--- config.mk ---
export PLATFORM = sky130hd
export DESIGN_NAME = mul_dotprod_client
export DESIGN_NICKNAME = d
export VERILOG_FILES = /design/src/rtl/mul_client_pkg.sv /design/src/rtl/mul_outst_ctr.sv /design/src/rtl/mul_dotprod_client.sv
export SDC_FILE = /design/constraint.sdc
export NUM_CORES = 1
export LEC_CHECK = 0
export CORE_MARGIN = 3
export CORE_UTILIZATION = 35
export DETAILED_ROUTE_END_ITERATION = 6
export PLACE_DENSITY = 0.69
export SETUP_SLACK_MARGIN = 0.02
export SLEW_MARGIN = 20
export SYNTH_ARGS = -nofsm -noshare
export SYNTH_HDL_FRONTEND = slang
export SYNTH_SLANG_ARGS = --single-unit
--- constraint.sdc ---
create_clock -name clk -period 11 [get_ports clk]
set_input_delay 2.2 -clock clk [delete_from_list [all_inputs] [get_ports clk]]
set_output_delay 2.2 -clock clk [all_outputs]
set_load 0.03 [all_outputs]
--- src/rtl/mul_client_pkg.sv ---
// Shared types and defaults for the multiplier dot-product client.
// FSM state encoding, default widths and the saturation constant.
package mul_client_pkg;

  localparam int DATA_W_DEF    = 32;
  localparam int LEN_W_DEF     = 16;
  localparam int ACC_W_DEF     = 80;
  localparam int MAX_OUTST_DEF = 4;

  typedef enum logic [1:0] {
    IDLE = 2'd0,
    RUN  = 2'd1,
    DONE = 2'd2
  } state_e;

  localparam logic [ACC_W_DEF-1:0] ACC_MAX = '1;

endpackage

--- src/rtl/mul_outst_ctr.sv ---
// Up/down counter of multiplier requests in flight.
// Saturates at MAX on increment, never underflows; full when count == MAX.
module mul_outst_ctr
#(
  parameter int MAX = 4,
  parameter int CW  = $clog2(MAX + 1)
)(
  input  logic          clk,
  input  logic          rst,
  input  logic          clr,
  input  logic          inc,
  input  logic          dec,
  output logic          full,
  output logic [CW-1:0] count
);

  localparam logic [CW-1:0] MAXC = CW'(MAX);

  logic [CW-1:0] cnt_q, cnt_d;
  logic          up, dn;

  assign up    = inc & (cnt_q != MAXC);
  assign dn    = dec & (cnt_q != '0);
  assign full  = (cnt_q == MAXC);
  assign count = cnt_q;

  // next count: clear wins, simultaneous up/down cancels
  always_comb begin
    cnt_d = cnt_q;
    if (clr)
      cnt_d = '0;
    else if (up & ~dn)
      cnt_d = cnt_q + CW'(1);
    else if (dn & ~up)
      cnt_d = cnt_q - CW'(1);
  end

  // count register
  always_ff @(posedge clk or posedge rst) begin
    if (rst)
      cnt_q <= '0;
    else
      cnt_q <= cnt_d;
  end

endmodule

--- src/rtl/mul_dotprod_client.sv ---
// Dot-product initiator on the multiplier val/rdy interface.
// Define DOTPROD_SAT_EN to saturate the accumulator instead of wrapping.
module mul_dotprod_client
  import mul_client_pkg::*;
#(
  parameter int DATA_W    = DATA_W_DEF,
  parameter int LEN_W     = LEN_W_DEF,
  parameter int ACC_W     = ACC_W_DEF,
  parameter int MAX_OUTST = MAX_OUTST_DEF
)(
  input  logic                clk,
  input  logic                rst,
  input  logic                cmd_val,
  output logic                cmd_rdy,
  input  logic [LEN_W-1:0]    cmd_len,
  input  logic                opnd_val,
  output logic                opnd_rdy,
  input  logic [DATA_W-1:0]   opnd_a,
  input  logic [DATA_W-1:0]   opnd_b,
  output logic [DATA_W-1:0]   req_msg_a,
  output logic [DATA_W-1:0]   req_msg_b,
  output logic                req_val,
  input  logic                req_rdy,
  input  logic [2*DATA_W-1:0] resp_msg,
  input  logic                resp_val,
  output logic                resp_rdy,
  output logic [ACC_W-1:0]    res_msg,
  output logic                res_val,
  input  logic                res_rdy
);

  localparam int CW = $clog2(MAX_OUTST + 1);

  state_e           state_q, state_d;
  logic [LEN_W-1:0] n_q, n_d;
  logic [LEN_W-1:0] iss_q, iss_d;
  logic [LEN_W-1:0] rcv_q, rcv_d;
  logic [ACC_W-1:0] acc_q, acc_d;
  logic [ACC_W-1:0] acc_nx;

  logic          run;
  logic          full;
  logic [CW-1:0] outst;
  logic          can_iss;
  logic          iss_x;
  logic          rsp_x;
  logic          cmd_x;
  logic          res_x;

  assign run     = (state_q == RUN);
  assign can_iss = run & (iss_q < n_q) & ~full;

  assign req_val   = opnd_val & can_iss;
  assign opnd_rdy  = req_rdy & can_iss;
  assign req_msg_a = opnd_a;
  assign req_msg_b = opnd_b;
  assign iss_x     = req_val & req_rdy;

  // a response with nothing in flight cannot belong to us: drop it
  assign resp_rdy = run;
  assign rsp_x    = resp_val & run & (outst != '0);

  assign cmd_rdy = (state_q == IDLE);
  assign cmd_x   = cmd_val & cmd_rdy;
  assign res_val = (state_q == DONE);
  assign res_x   = res_val & res_rdy;
  assign res_msg = acc_q;

`ifdef DOTPROD_SAT_EN
  logic [ACC_W:0] sum;
  assign sum    = {1'b0, acc_q} + (ACC_W+1)'(resp_msg);
  assign acc_nx = sum[ACC_W] ? '1 : sum[ACC_W-1:0];
`else
  assign acc_nx = acc_q + ACC_W'(resp_msg);
`endif

  mul_outst_ctr #(
    .MAX (MAX_OUTST),
    .CW  (CW)
  ) u_outst (
    .clk   (clk),
    .rst   (rst),
    .clr   (cmd_x),
    .inc   (iss_x),
    .dec   (rsp_x),
    .full  (full),
    .count (outst)
  );

  // FSM next state, counters and accumulator update
  always_comb begin
    state_d = state_q;
    n_d     = n_q;
    iss_d   = iss_q;
    rcv_d   = rcv_q;
    acc_d   = acc_q;
    unique case (state_q)
      IDLE: begin
        if (cmd_x) begin
          n_d   = cmd_len;
          iss_d = '0;
          rcv_d = '0;
          acc_d = '0;
          state_d = (cmd_len == '0) ? DONE : RUN;
        end
      end
      RUN: begin
        if (iss_x)
          iss_d = iss_q + LEN_W'(1);
        if (rsp_x) begin
          acc_d = acc_nx;
          rcv_d = rcv_q + LEN_W'(1);
          if (rcv_q + LEN_W'(1) == n_q)
            state_d = DONE;
        end
      end
      DONE: begin
        if (res_x)
          state_d = IDLE;
      end
      default: state_d = IDLE;
    endcase
  end

  // state, length, counters and accumulator registers
  always_ff @(posedge clk or posedge rst) begin
    if (rst) begin
      state_q <= IDLE;
      n_q     <= '0;
      iss_q   <= '0;
      rcv_q   <= '0;
      acc_q   <= '0;
    end else begin
      state_q <= state_d;
      n_q     <= n_d;
      iss_q   <= iss_d;
      rcv_q   <= rcv_d;
      acc_q   <= acc_d;
    end
  end

endmodule

==> summary.md, run 1 <==
| Metric | Value |
|---|---|
| Fmax | 176 MHz |
| GRT overflow | 0 |
| Fin crit period | 5.69 ns |
| Height of the die | 180 um |
| Post-CTS Setup Bufs | 0 |
| Crit path DAT | 3.49 ns |
| Post-Syn Area per Cell | 8.30 um^2 |
| Initial Util | 0.357 |
| Levels on crit path | 3 |
| Row Count | 63 |
| Vias | 9,767 |
| Pwr Density | 257 nW/um^2 |
| All-Layer GR Usage | 0.186 |
| Worst EP required | 8.80 ns |
| RSZ-0062 raised after global routing | false |
| Global-route wire length before repair | 50,000 um |
| Crit path max-delay family | buffers and inverters |
| Status | complete, no violations |
| Register area share after synthesis | 0.313 |
| Reg2reg path depth | 12 |
| Flops & latches, synth | 133 |
| Share of cells above drive strength 1 | 0.0499 |
| # IOs | 300 |
| Placed cell areas | 12,200 um^2 |
| Final #Nets | 1,584 |
| Final setup fails | 0 |
| Largest net degree at the start of global routing | 112 |
| Buffers added on ports | 171 |
| Cells after Synth | 1,282 |
| Worst-Margin Slew | 1.05 ns |
| Number of synthesized flops with an enable pin | 0 |
| Cell variety after synth | 78 |
| Commonest cells after routing, fill and taps aside | 171 x clkdlybuf4s50_1, 139 x o21ai_0, 133 x dfrtp_1 |
| Largest cells by area after synthesis | dfrtp_1 31%, ha_1 9.5%, o21ai_0 6.5% |
| CP Capture Type | primary output |
| CP endpoint | req_val |
| Max-slew violation count | 0 |
| Post-cts repair resize count | 0 |
| R2R Setup Slk | 7.43 ns |
| Pwr Total | 3.28 mW |
| Lkg Pwr | 5.57 nW |
| Die area | 32,500 um^2 |
| Main synth FF type | dfrtp_1 |
| Crit path max-delay cell type | clkdlybuf4s50_1 |
| Routed WL per cell | 17.6 um |
| Clock root cell | clkbuf_16 |
| Clock sinks | 133 |
| Core area | 29,800 um^2 |
| Vias/cell | 5.57 |
| # DRC | 0 |
| Worst hold path class | reg -> reg |
| Synth top area share | 0.313 |
| Design area | 12,800 um^2 |
| WP buf/inv | 2 |
| Initial antenna violation count | 0 |
| Final core occ | 0.428 |
| Worst setup path start | opnd_val |
| Max-Cap Viols | 0 |
| CTS tree | done |
| Setup TNS after final layout | 0 ns |
| CP max FO | 2 |
| GPL Wtd Cong | 0.884 |
| Antenna Violating Nets Remaining | 0 |
| Fin crit share | 0.517 |
| H-tree levels | 4 |
| Number of CTS-inserted buffers | 17 |
| Final Hold Fails | 0 |
| CP startpoint kind | input pin |
| Hpwl dp | 22,700 um |
| Reg-to-reg endpoint | res_msg[56]$_DFFE_PP0P_ |
| # hold bufs at CTS | 0 |
| Clock Path Buffers | 2 |
| Drt first pass iters | 5 |
| Worst slack, placed | 5.23 ns |
| Peak supply drop | 0.232 mV |
| Clock skew | 0.0141 ns |
| Ant diodes | 0 |
| Rel. slew slack | 0.303 |
| Area of the mapped netlist | 10,600 um^2 |
| Setup CP Type | in -> out |
| Reg clk slew, reported paths | 0.07 ns |
| Syn nets | 1,516 |
| Vias in the first global route | 9,506 |
| Die width | 180 um |
| Critical R2R Launch | res_msg[0]$_DFFE_PP0P_ |
| Commonest non-fill, non-tap cell in the layout | clkdlybuf4s50_1 |
| Synth async-reset ratio | 1.00 |
| Clk Latency, worst-skew pair | 0.44 ns |
| Crit path cell chain | clkdlybuf4s50_1 > and3_1 > clkdlybuf4s50_1 |
| YS warnings | 0 |
| Layout area overhead | 20.0% |
| DRC marker count from the first detailed-route iteration | 665 |
| CP peak stage delay | 0.68 ns |
| Area leader, netlist | dfrtp_1 |
| Worst path most repeated cell | clkdlybuf4s50_1 |
| Setup ws final | 5.31 ns |
| Final wirelength | 30,900 um |
metrics by stage:
step / instances / hold slack (ns)
2_1_floorplan: 1282 / 0.456
3_3_place_gp: 1721 / 0.479
3_5_place_dp: 1721 / 0.495
4_1_cts: 1753 / 0.508
5_1_grt: 1753 / 0.528
6_report: 1753 / 0.509
registers in the layout (all words and copies together) (netlist names):
signal and flops:
rcv_q 16, state_q 2, u_outst.count 3, res_msg 80
n_q 16, iss_q 16
logic make-up after synthesis:
group	after synthesis	synth area share
adders and majority gates	83	0.0991
DFF	133	0.313
xor gates and xnor gates	92	0.0758
and+or+nand+nor	403	0.184
muxes	9	0.00871
buffers and inverters	162	0.0813
AOI/OAI and AO/OA	400	0.238
cells in the mapped netlist (all sizes together) (4+ instances only):
cell type,instances
a31oi,15
nor3,14
o21bai,11
clkbuf,53
nand3,88
a2111oi,4
a21oi,89
a211oi,8
mux2i,7
nand4,28
nor4,10
inv,34
nor2b,8
or3,9
dfrtp,133
o311ai,4
o31ai,21
a21o,44
o21a,7
xor2,37
nand2,123
ha,81
and3,21
nor2,66
and2,12
nand2b,13
xnor2,55
buf,75
o21ai,153
o211ai,16
area by class of cell:
| class | instances | area, um^2 |
|---|---|---|
| Tap cell | 390 | 488 |
| Inverter | 34 | 133 |
| Clock inverter | 15 | 175 |
| Timing Repair Buffer | 177 | 1760 |
| Sequential cell | 133 | 3330 |
| Fill cell | 2963 | 17000 |
| Clock buffer | 17 | 425 |
| Multi-Input combinational cell | 987 | 6450 |
metal layers:
metal  track usage  vias to the layer above  wire (um)
li1              -                     4712          -
met1         0.260                     4676      14400
met5             0                        -          0
met4        0.0445                        0        498
met3        0.0319                       46       1780
met2         0.300                      333      14200
power by group:
part	internal (mW)	switching, mW
clock	0.308	0.281
combinational	0.750	1.17
sequential	0.633	0.143
worst register-to-register path, stage by stage (launching register included):
cell and delay, ns:
dfrtp_1 0.40, ha_1 0.28, fa_1 0.46, a211oi_1 0.30, o21bai_1 0.14, a21oi_1 0.32
a31oi_1 0.24, a31oi_2 0.29, o2111ai_1 0.22, a211oi_2 0.35, o311ai_1 0.18, xnor2_1 0.16
o21ai_1 0.07
worst min-delay path by stage:
stage / startpoint / endpoint / slack (ns) / depth (start not counted)
after floorplan: iss_q[15]$_DFFE_PP0P_ / iss_q[15]$_DFFE_PP0P_ / 0.46 / 1
after CTS: u_outst.count[2]$_DFFE_PP0P_ / u_outst.count[2]$_DFFE_PP0P_ / 0.51 / 1
final: iss_q[15]$_DFFE_PP0P_ / iss_q[15]$_DFFE_PP0P_ / 0.51 / 1
after global placement: u_outst.count[2]$_DFFE_PP0P_ / u_outst.count[2]$_DFFE_PP0P_ / 0.48 / 1
after global routing: u_outst.count[2]$_DFFE_PP0P_ / u_outst.count[2]$_DFFE_PP0P_ / 0.53 / 1
after detailed placement: iss_q[15]$_DFFE_PP0P_ / iss_q[15]$_DFFE_PP0P_ / 0.50 / 1
Note: power is estimated with default switching activity, not from simulation.
==> run 2: changes to the inputs <==
==> constraint.sdc (replaced) <==
create_clock -name clk -period 5.5 [get_ports clk]
set_input_delay 1.1 -clock clk [delete_from_list [all_inputs] [get_ports clk]]
set_output_delay 1.1 -clock clk [all_outputs]
set_load 0.03 [all_outputs]
==> run 2 against run 1 <==
  * First-iteration DRC count rose by 22%
  * Clock power rose by 110%
  * Sequential share of layout area barely moved
  * Clock skew barely moved
  * Non-clock buffer count rose by 1
  * Sequential power rose by 100%
  * Clock-buffer cell count did not move
  * Global-route usage rose by 0.28 points
  * Design area rose by 0.11%
==> summary.md, run 2 (same netlist as run 1, synthesis figures left out) <==
| Metric | Value |
|---|---|
| GPL Wtd Cong | 0.898 (+1.6%) |
| RSZ-0062 raised after global routing | false |
| Clock skew | 0.0144 ns (+0.000319 ns) |
| Share of cells above drive strength 1 | 0.0506 (+0.000697) |
| R2R Setup Slk | 1.92 ns (-5.51 ns) |
| Status | complete, no violations |
| Placed cell areas | 12,200 um^2 (about the same) |
| Clock root cell | clkbuf_16 |
| # DRC | 0 (unchanged) |
| Post-cts repair resize count | 0 (unchanged) |
| CTS tree | done |
| Vias/cell | 5.56 (-0.27%) |
| CP peak stage delay | 0.45 ns (-0.23 ns) |
| Fin crit period | 4.27 ns |
| Design area | 12,800 um^2 (+0.11%) |
| Initial antenna violation count | 0 (unchanged) |
| DRC marker count from the first detailed-route iteration | 812 (+22%) |
| # hold bufs at CTS | 0 (unchanged) |
| Setup TNS after final layout | 0 ns (unchanged) |
| Final Hold Fails | 0 (unchanged) |
| Critical R2R Launch | res_msg[0]$_DFFE_PP0P_ |
| Crit path max-delay cell type | fa_1 |
| Hold Path Stages | 1 (unchanged) |
| Lkg Pwr | 5.59 nW (+0.22%) |
| Clock sinks | 133 (unchanged) |
| Drt first pass iters | 5 (unchanged) |
| Worst hold path class | reg -> reg |
| Core area | 29,800 um^2 (unchanged) |
| Max-slew violation count | 0 (unchanged) |
| All-Layer GR Usage | 0.188 (+0.00283) |
| Final #Nets | 1,585 (+0.063%) |
| Vias | 9,746 (-0.22%) |
| Max-Cap Viols | 0 (unchanged) |
| Rel. slew slack | 0.478 (+0.175) |
| Fmax | 234 MHz |
| Row Count | 63 (unchanged) |
| Final setup fails | 0 (unchanged) |
| Hpwl dp | 23,000 um (+1.3%) |
| Setup CP Type | in -> reg |
| Antenna Violating Nets Remaining | 0 (unchanged) |
| Max reg flops | 80 (unchanged) |
| GRT overflow | 0 (unchanged) |
| Crit path cell chain | clkdlybuf4s50_1 > ha_1 > fa_1 > a211oi_1 > o21bai_1 > a21oi_1 > a31oi_1 > a31oi_2 > o2111ai_1 > a211oi_2 > o311ai_1 > xnor2_1 > o21ai_1 |
| Clock Path Buffers | 2 (unchanged) |
| Reg2reg path depth | 12 (unchanged) |
| CP startpoint kind | input pin |
| Hold path start | u_outst.count[2]$_DFFE_PP0P_ |
| # IOs | 300 (unchanged) |
| Ant diodes | 0 (unchanged) |
| Peak supply drop | 0.265 mV (+14%) |
| Reg-to-reg endpoint | res_msg[56]$_DFFE_PP0P_ |
| Layout area overhead | 20.1% |
| Initial Util | 0.357 (unchanged) |
| Commonest non-fill, non-tap cell in the layout | clkdlybuf4s50_1 |
| Die width | 180 um (unchanged) |
| Final core occ | 0.429 (+0.000462) |
| Commonest cells after routing, fill and taps aside | 171 x clkdlybuf4s50_1, 139 x o21ai_0, 133 x dfrtp_1 |
| Pwr Density | 517 nW/um^2 (+100%) |
| Fin crit share | 0.777 |
| Global-route wire length before repair | 50,800 um (+1.6%) |
| Routed WL per cell | 17.8 um (+1.0%) |
| H-tree levels | 4 (unchanged) |
| Largest net degree at the start of global routing | 110 (-1.8%) |
| Post-CTS Setup Bufs | 0 (unchanged) |
| Reg clk slew, reported paths | 0.07 ns (about the same) |
| Worst-Margin Slew | 0.783 ns (-0.262 ns) |
| Number of CTS-inserted buffers | 17 (unchanged) |
| Clk Latency, worst-skew pair | 0.44 ns (about the same) |
| Buffers added on ports | 171 (unchanged) |
| Fillers | 2,949 (-0.47%) |
| Worst EP required | 5.79 ns (-3.01 ns) |
| CP Capture Type | flop |
| Hold Path End | u_outst.count[2]$_DFFE_PP0P_ |
| Vias in the first global route | 9,600 (+0.99%) |
| Crit path DAT | 4.57 ns (+1.08 ns) |
| CP max FO | 4 (+2) |
| Die area | 32,500 um^2 (unchanged) |
| Final wirelength | 31,300 um (+1.1%) |
| Height of the die | 180 um (unchanged) |
## run 2: worst max-delay path: cells and delay by family
family                     cells  cell delay (ns)
buffers and inverters          1             0.40
adders and majority gates      2             0.74
AOI/OAI and AO/OA              9             2.16
xor gates and xnor gates       1             0.17
## run 2: area by class of cell
type / count / area [um^2] / area share
inverters: 34 / 135 / 0.0106
well taps: 390 / 488 / 0.0382
clock buffers: 17 / 425 / 0.0333
flip-flops and latches: 133 / 3330 / 0.261
clock inverters: 15 / 179 / 0.0140
multi-input cells: 987 / 6450 / 0.505
repair buffers: 178 / 1760 / 0.138
## run 2: how the worst max path moves through the flow
stage | end | depth (start not counted) | slack (ns) | from
floorplan | iss_q[0]$_DFFE_PP0P_ | 1 | 0.85 | rst
global placement | res_msg[56]$_DFFE_PP0P_ | 13 | 0.89 | resp_msg[0]
detailed placement | res_msg[56]$_DFFE_PP0P_ | 13 | 0.80 | resp_msg[0]
CTS | res_msg[56]$_DFFE_PP0P_ | 13 | 1.26 | resp_msg[0]
global route | res_msg[52]$_DFFE_PP0P_ | 13 | 1.04 | resp_msg[0]
finish | res_msg[56]$_DFFE_PP0P_ | 13 | 1.23 | resp_msg[0]
## run 2: layer usage
layer / wire length (um) / up-vias / global-route usage / share of wire
li1: - / 4722 / - / -
met1: 14900 / 4658 / 0.263 / 0.48
met2: 14200 / 315 / 0.301 / 0.46
met3: 1580 / 51 / 0.0333 / 0.050
met4: 549 / 0 / 0.0528 / 0.018
met5: 0 / - / 0 / 0
## run 2: metrics by stage
| step | power [mW] | std cells | hold WS [ns] | worst slack (ns) |
|---|---|---|---|---|
| after floorplan | 4.26 | 1282 | 0.456 | 0.846 |
| after global placement | 5.31 | 1722 | 0.479 | 0.888 |
| after detailed placement | 5.37 | 1722 | 0.495 | 0.803 |
| after CTS | 6.62 | 1754 | 0.505 | 1.26 |
| after global routing | 7.09 | 1754 | 0.518 | 1.04 |
| final | 6.61 | 1754 | 0.504 | 1.23 |
## run 2: report_power, final
group	internal (mW)	switching (mW)
sequential	1.27	0.283
clock	0.690	0.530
combinational	1.50	2.34
total	3.46	3.15
==> run 3: changes to the inputs <==
==> constraint.sdc (replaced) <==
create_clock -name clk -period 4.4 [get_ports clk]
set_input_delay 0.88 -clock clk [delete_from_list [all_inputs] [get_ports clk]]
set_output_delay 0.88 -clock clk [all_outputs]
set_load 0.03 [all_outputs]
==> run 3 against run 2 <==
  * Worst hold slack worse by 0.00088 ns
  * Clock power up 22%
  * Largest power group unchanged
  * Clock-buffer cell count unchanged
  * Global-route usage about the same
  * Power up 25%
==> summary.md, run 3 (same netlist as run 1, synthesis figures left out) <==
| Metric | Value |
|---|---|
| Row Count | 63 (unchanged) |
| Clock root cell | clkbuf_16 |
| Hold Slack | 0.503 ns (-0.000883 ns) |
| GRT overflow | 0 (unchanged) |
| Max-Cap Viols | 0 (unchanged) |
| Drt first pass iters | 7 (+2) |
| Crit path max-delay family | compound AO/OA/AOI/OAI gates |
| Clk Latency, worst-skew pair | 0.44 ns (about the same) |
| Hpwl dp | 23,300 um (+1.2%) |
| H-tree levels | 4 (unchanged) |
| Buffers added on ports | 171 (unchanged) |
| WP buf/inv | 1 (unchanged) |
| Initial Util | 0.357 (unchanged) |
| CTS tree | done |
| GPL Wtd Cong | 0.899 (about the same) |
| Initial antenna violation count | 0 (unchanged) |
| Clock sinks | 133 (unchanged) |
| Commonest non-fill, non-tap cell in the layout | clkdlybuf4s50_1 |
| Clock Path Buffers | 2 (unchanged) |
| Global-route wire length before repair | 50,900 um (+0.22%) |
| # hold bufs at CTS | 0 (unchanged) |
| Clock skew | 0.0138 ns (-0.000628 ns) |
| Number of CTS-inserted buffers | 17 (unchanged) |
| Final setup fails | 0 (unchanged) |
| Worst EP required | 4.70 ns (-1.09 ns) |
| Crit path max-delay cell type | fa_1 |
| Peak supply drop | 0.598 mV (+130%) |
| Crit path cell chain | clkdlybuf4s50_1 > ha_1 > fa_1 > a211oi_1 > o21bai_1 > a21oi_1 > a31oi_1 > a31oi_2 > o2111ai_1 > a211oi_2 > o311ai_1 > xnor2_1 > o21ai_1 |
| All-Layer GR Usage | 0.189 (+0.000397) |
| Vias in the first global route | 9,712 (+1.2%) |
| Ant diodes | 0 (unchanged) |
| Lkg Pwr | 5.63 nW (+0.74%) |
| DRC marker count from the first detailed-route iteration | 745 (-8.3%) |
| Fin crit period | 4.00 ns |
| Setup TNS after final layout | 0 ns (unchanged) |
| Fmax | 250 MHz |
| Status | complete, no violations |
| Largest net degree at the start of global routing | 73 (-34%) |
| Routed WL per cell | 17.7 um (-0.50%) |
| CP Capture Type | flop |
| Vias/cell | 5.55 (about the same) |
| Share of cells above drive strength 1 | 0.0575 (+0.00691) |
| Final #Nets | 1,595 (+0.63%) |
| Height of the die | 180 um (unchanged) |
| Final Hold Fails | 0 (unchanged) |
| CP max FO | 4 (unchanged) |
| RSZ-0062 raised after global routing | false |
| Post-CTS Setup Bufs | 0 (unchanged) |
| Dpl cells | 1,732 (+0.58%) |
| Die width | 180 um (unchanged) |
| Final wirelength | 31,300 um (about the same) |
| Reg clk slew, reported paths | 0.07 ns (about the same) |
| Post-cts repair resize count | 0 (unchanged) |
| Setup CP Type | in -> reg |
| Fin crit share | 0.908 |
| Crit path DAT | 4.29 ns (-0.28 ns) |
| Worst-Margin Slew | 0.910 ns (+0.127 ns) |
| Rel. slew slack | 0.394 (-0.0845) |
| # IOs | 300 (unchanged) |
| Max reg flops | 80 (unchanged) |
| CP startpoint kind | input pin |
| Layout Cells excl Fill | 1,764 (+0.57%) |
| Max-slew violation count | 0 (unchanged) |
| # DRC | 0 (unchanged) |
| Fillers | 2,955 (+0.20%) |
| Worst hold path class | reg -> reg |
| Die area | 32,500 um^2 (unchanged) |
| Pwr Density | 643 nW/um^2 (+24%) |
| Antenna Violating Nets Remaining | 0 (unchanged) |
| CP peak stage delay | 0.45 ns (about the same) |
| Core area | 29,800 um^2 (unchanged) |
| Vias | 9,795 (+0.50%) |
| Layout area overhead | 20.8% |
| Commonest cells after routing, fill and taps aside | 171 x clkdlybuf4s50_1, 139 x o21ai_0, 133 x dfrtp_1 |
run 3: cell count changes in the layout (fill, tap and decap cells not counted), sizes merged:
| cell | change |
|---|---|
| inv | -1 |
| clkinvlp | +1 |
| bufinv | -2 |
| buf | +10 |
| clkinv | +2 |
run 3: routing by layer:
metal,vias to the layer above,track usage,share of wire
li1,4743,-,-
met2,371,0.304,0.46
met4,0,0.0476,0.016
met1,4636,0.262,0.46
met3,45,0.0359,0.065
met5,-,0,0
run 3: area by class of cell:
class | count | area, um^2 | area share
repair buffers | 188 | 1850 | 0.144
multi-input cells | 987 | 6450 | 0.502
flip-flops and latches | 133 | 3330 | 0.259
clock inverters | 15 | 173 | 0.0134
well taps | 390 | 488 | 0.0380
clock buffers | 17 | 425 | 0.0331
inverters | 34 | 131 | 0.0102
run 3: final timing paths:
path	startpoint	to	slack [ns]	cells after the start
max	resp_msg[0]	res_msg[56]$_DFFE_PP0P_	0.40	13
max reg2reg	res_msg[0]$_DFFE_PP0P_	res_msg[56]$_DFFE_PP0P_	0.85	12
min	u_outst.count[2]$_DFFE_PP0P_	u_outst.count[2]$_DFFE_PP0P_	0.50	1
min in group asynchronous	rst	iss_q[12]$_DFFE_PP0P_	0.78	2
max in group asynchronous	rst	res_msg[79]$_DFFE_PP0P_	2.56	3
min reg2reg	u_outst.count[2]$_DFFE_PP0P_	u_outst.count[2]$_DFFE_PP0P_	0.50	1
run 3: report_power, final:
part / internal [mW] / switching, mW
registers: 1.58 / 0.366
clock network: 0.772 / 0.714
logic: 1.91 / 2.91
run 3: per-stage QoR:
step            util  setup WS, ns  total power, mW  area [um^2]
3_3_place_gp   0.411        0.0907             6.70        12300
2_1_floorplan      -         0.954             5.32        10600
4_1_cts        0.431         0.441             8.28        12900
3_5_place_dp   0.411       -0.0181             6.76        12300
5_1_grt        0.431         0.158             8.87        12900
6_report       0.431         0.404             8.26        12900
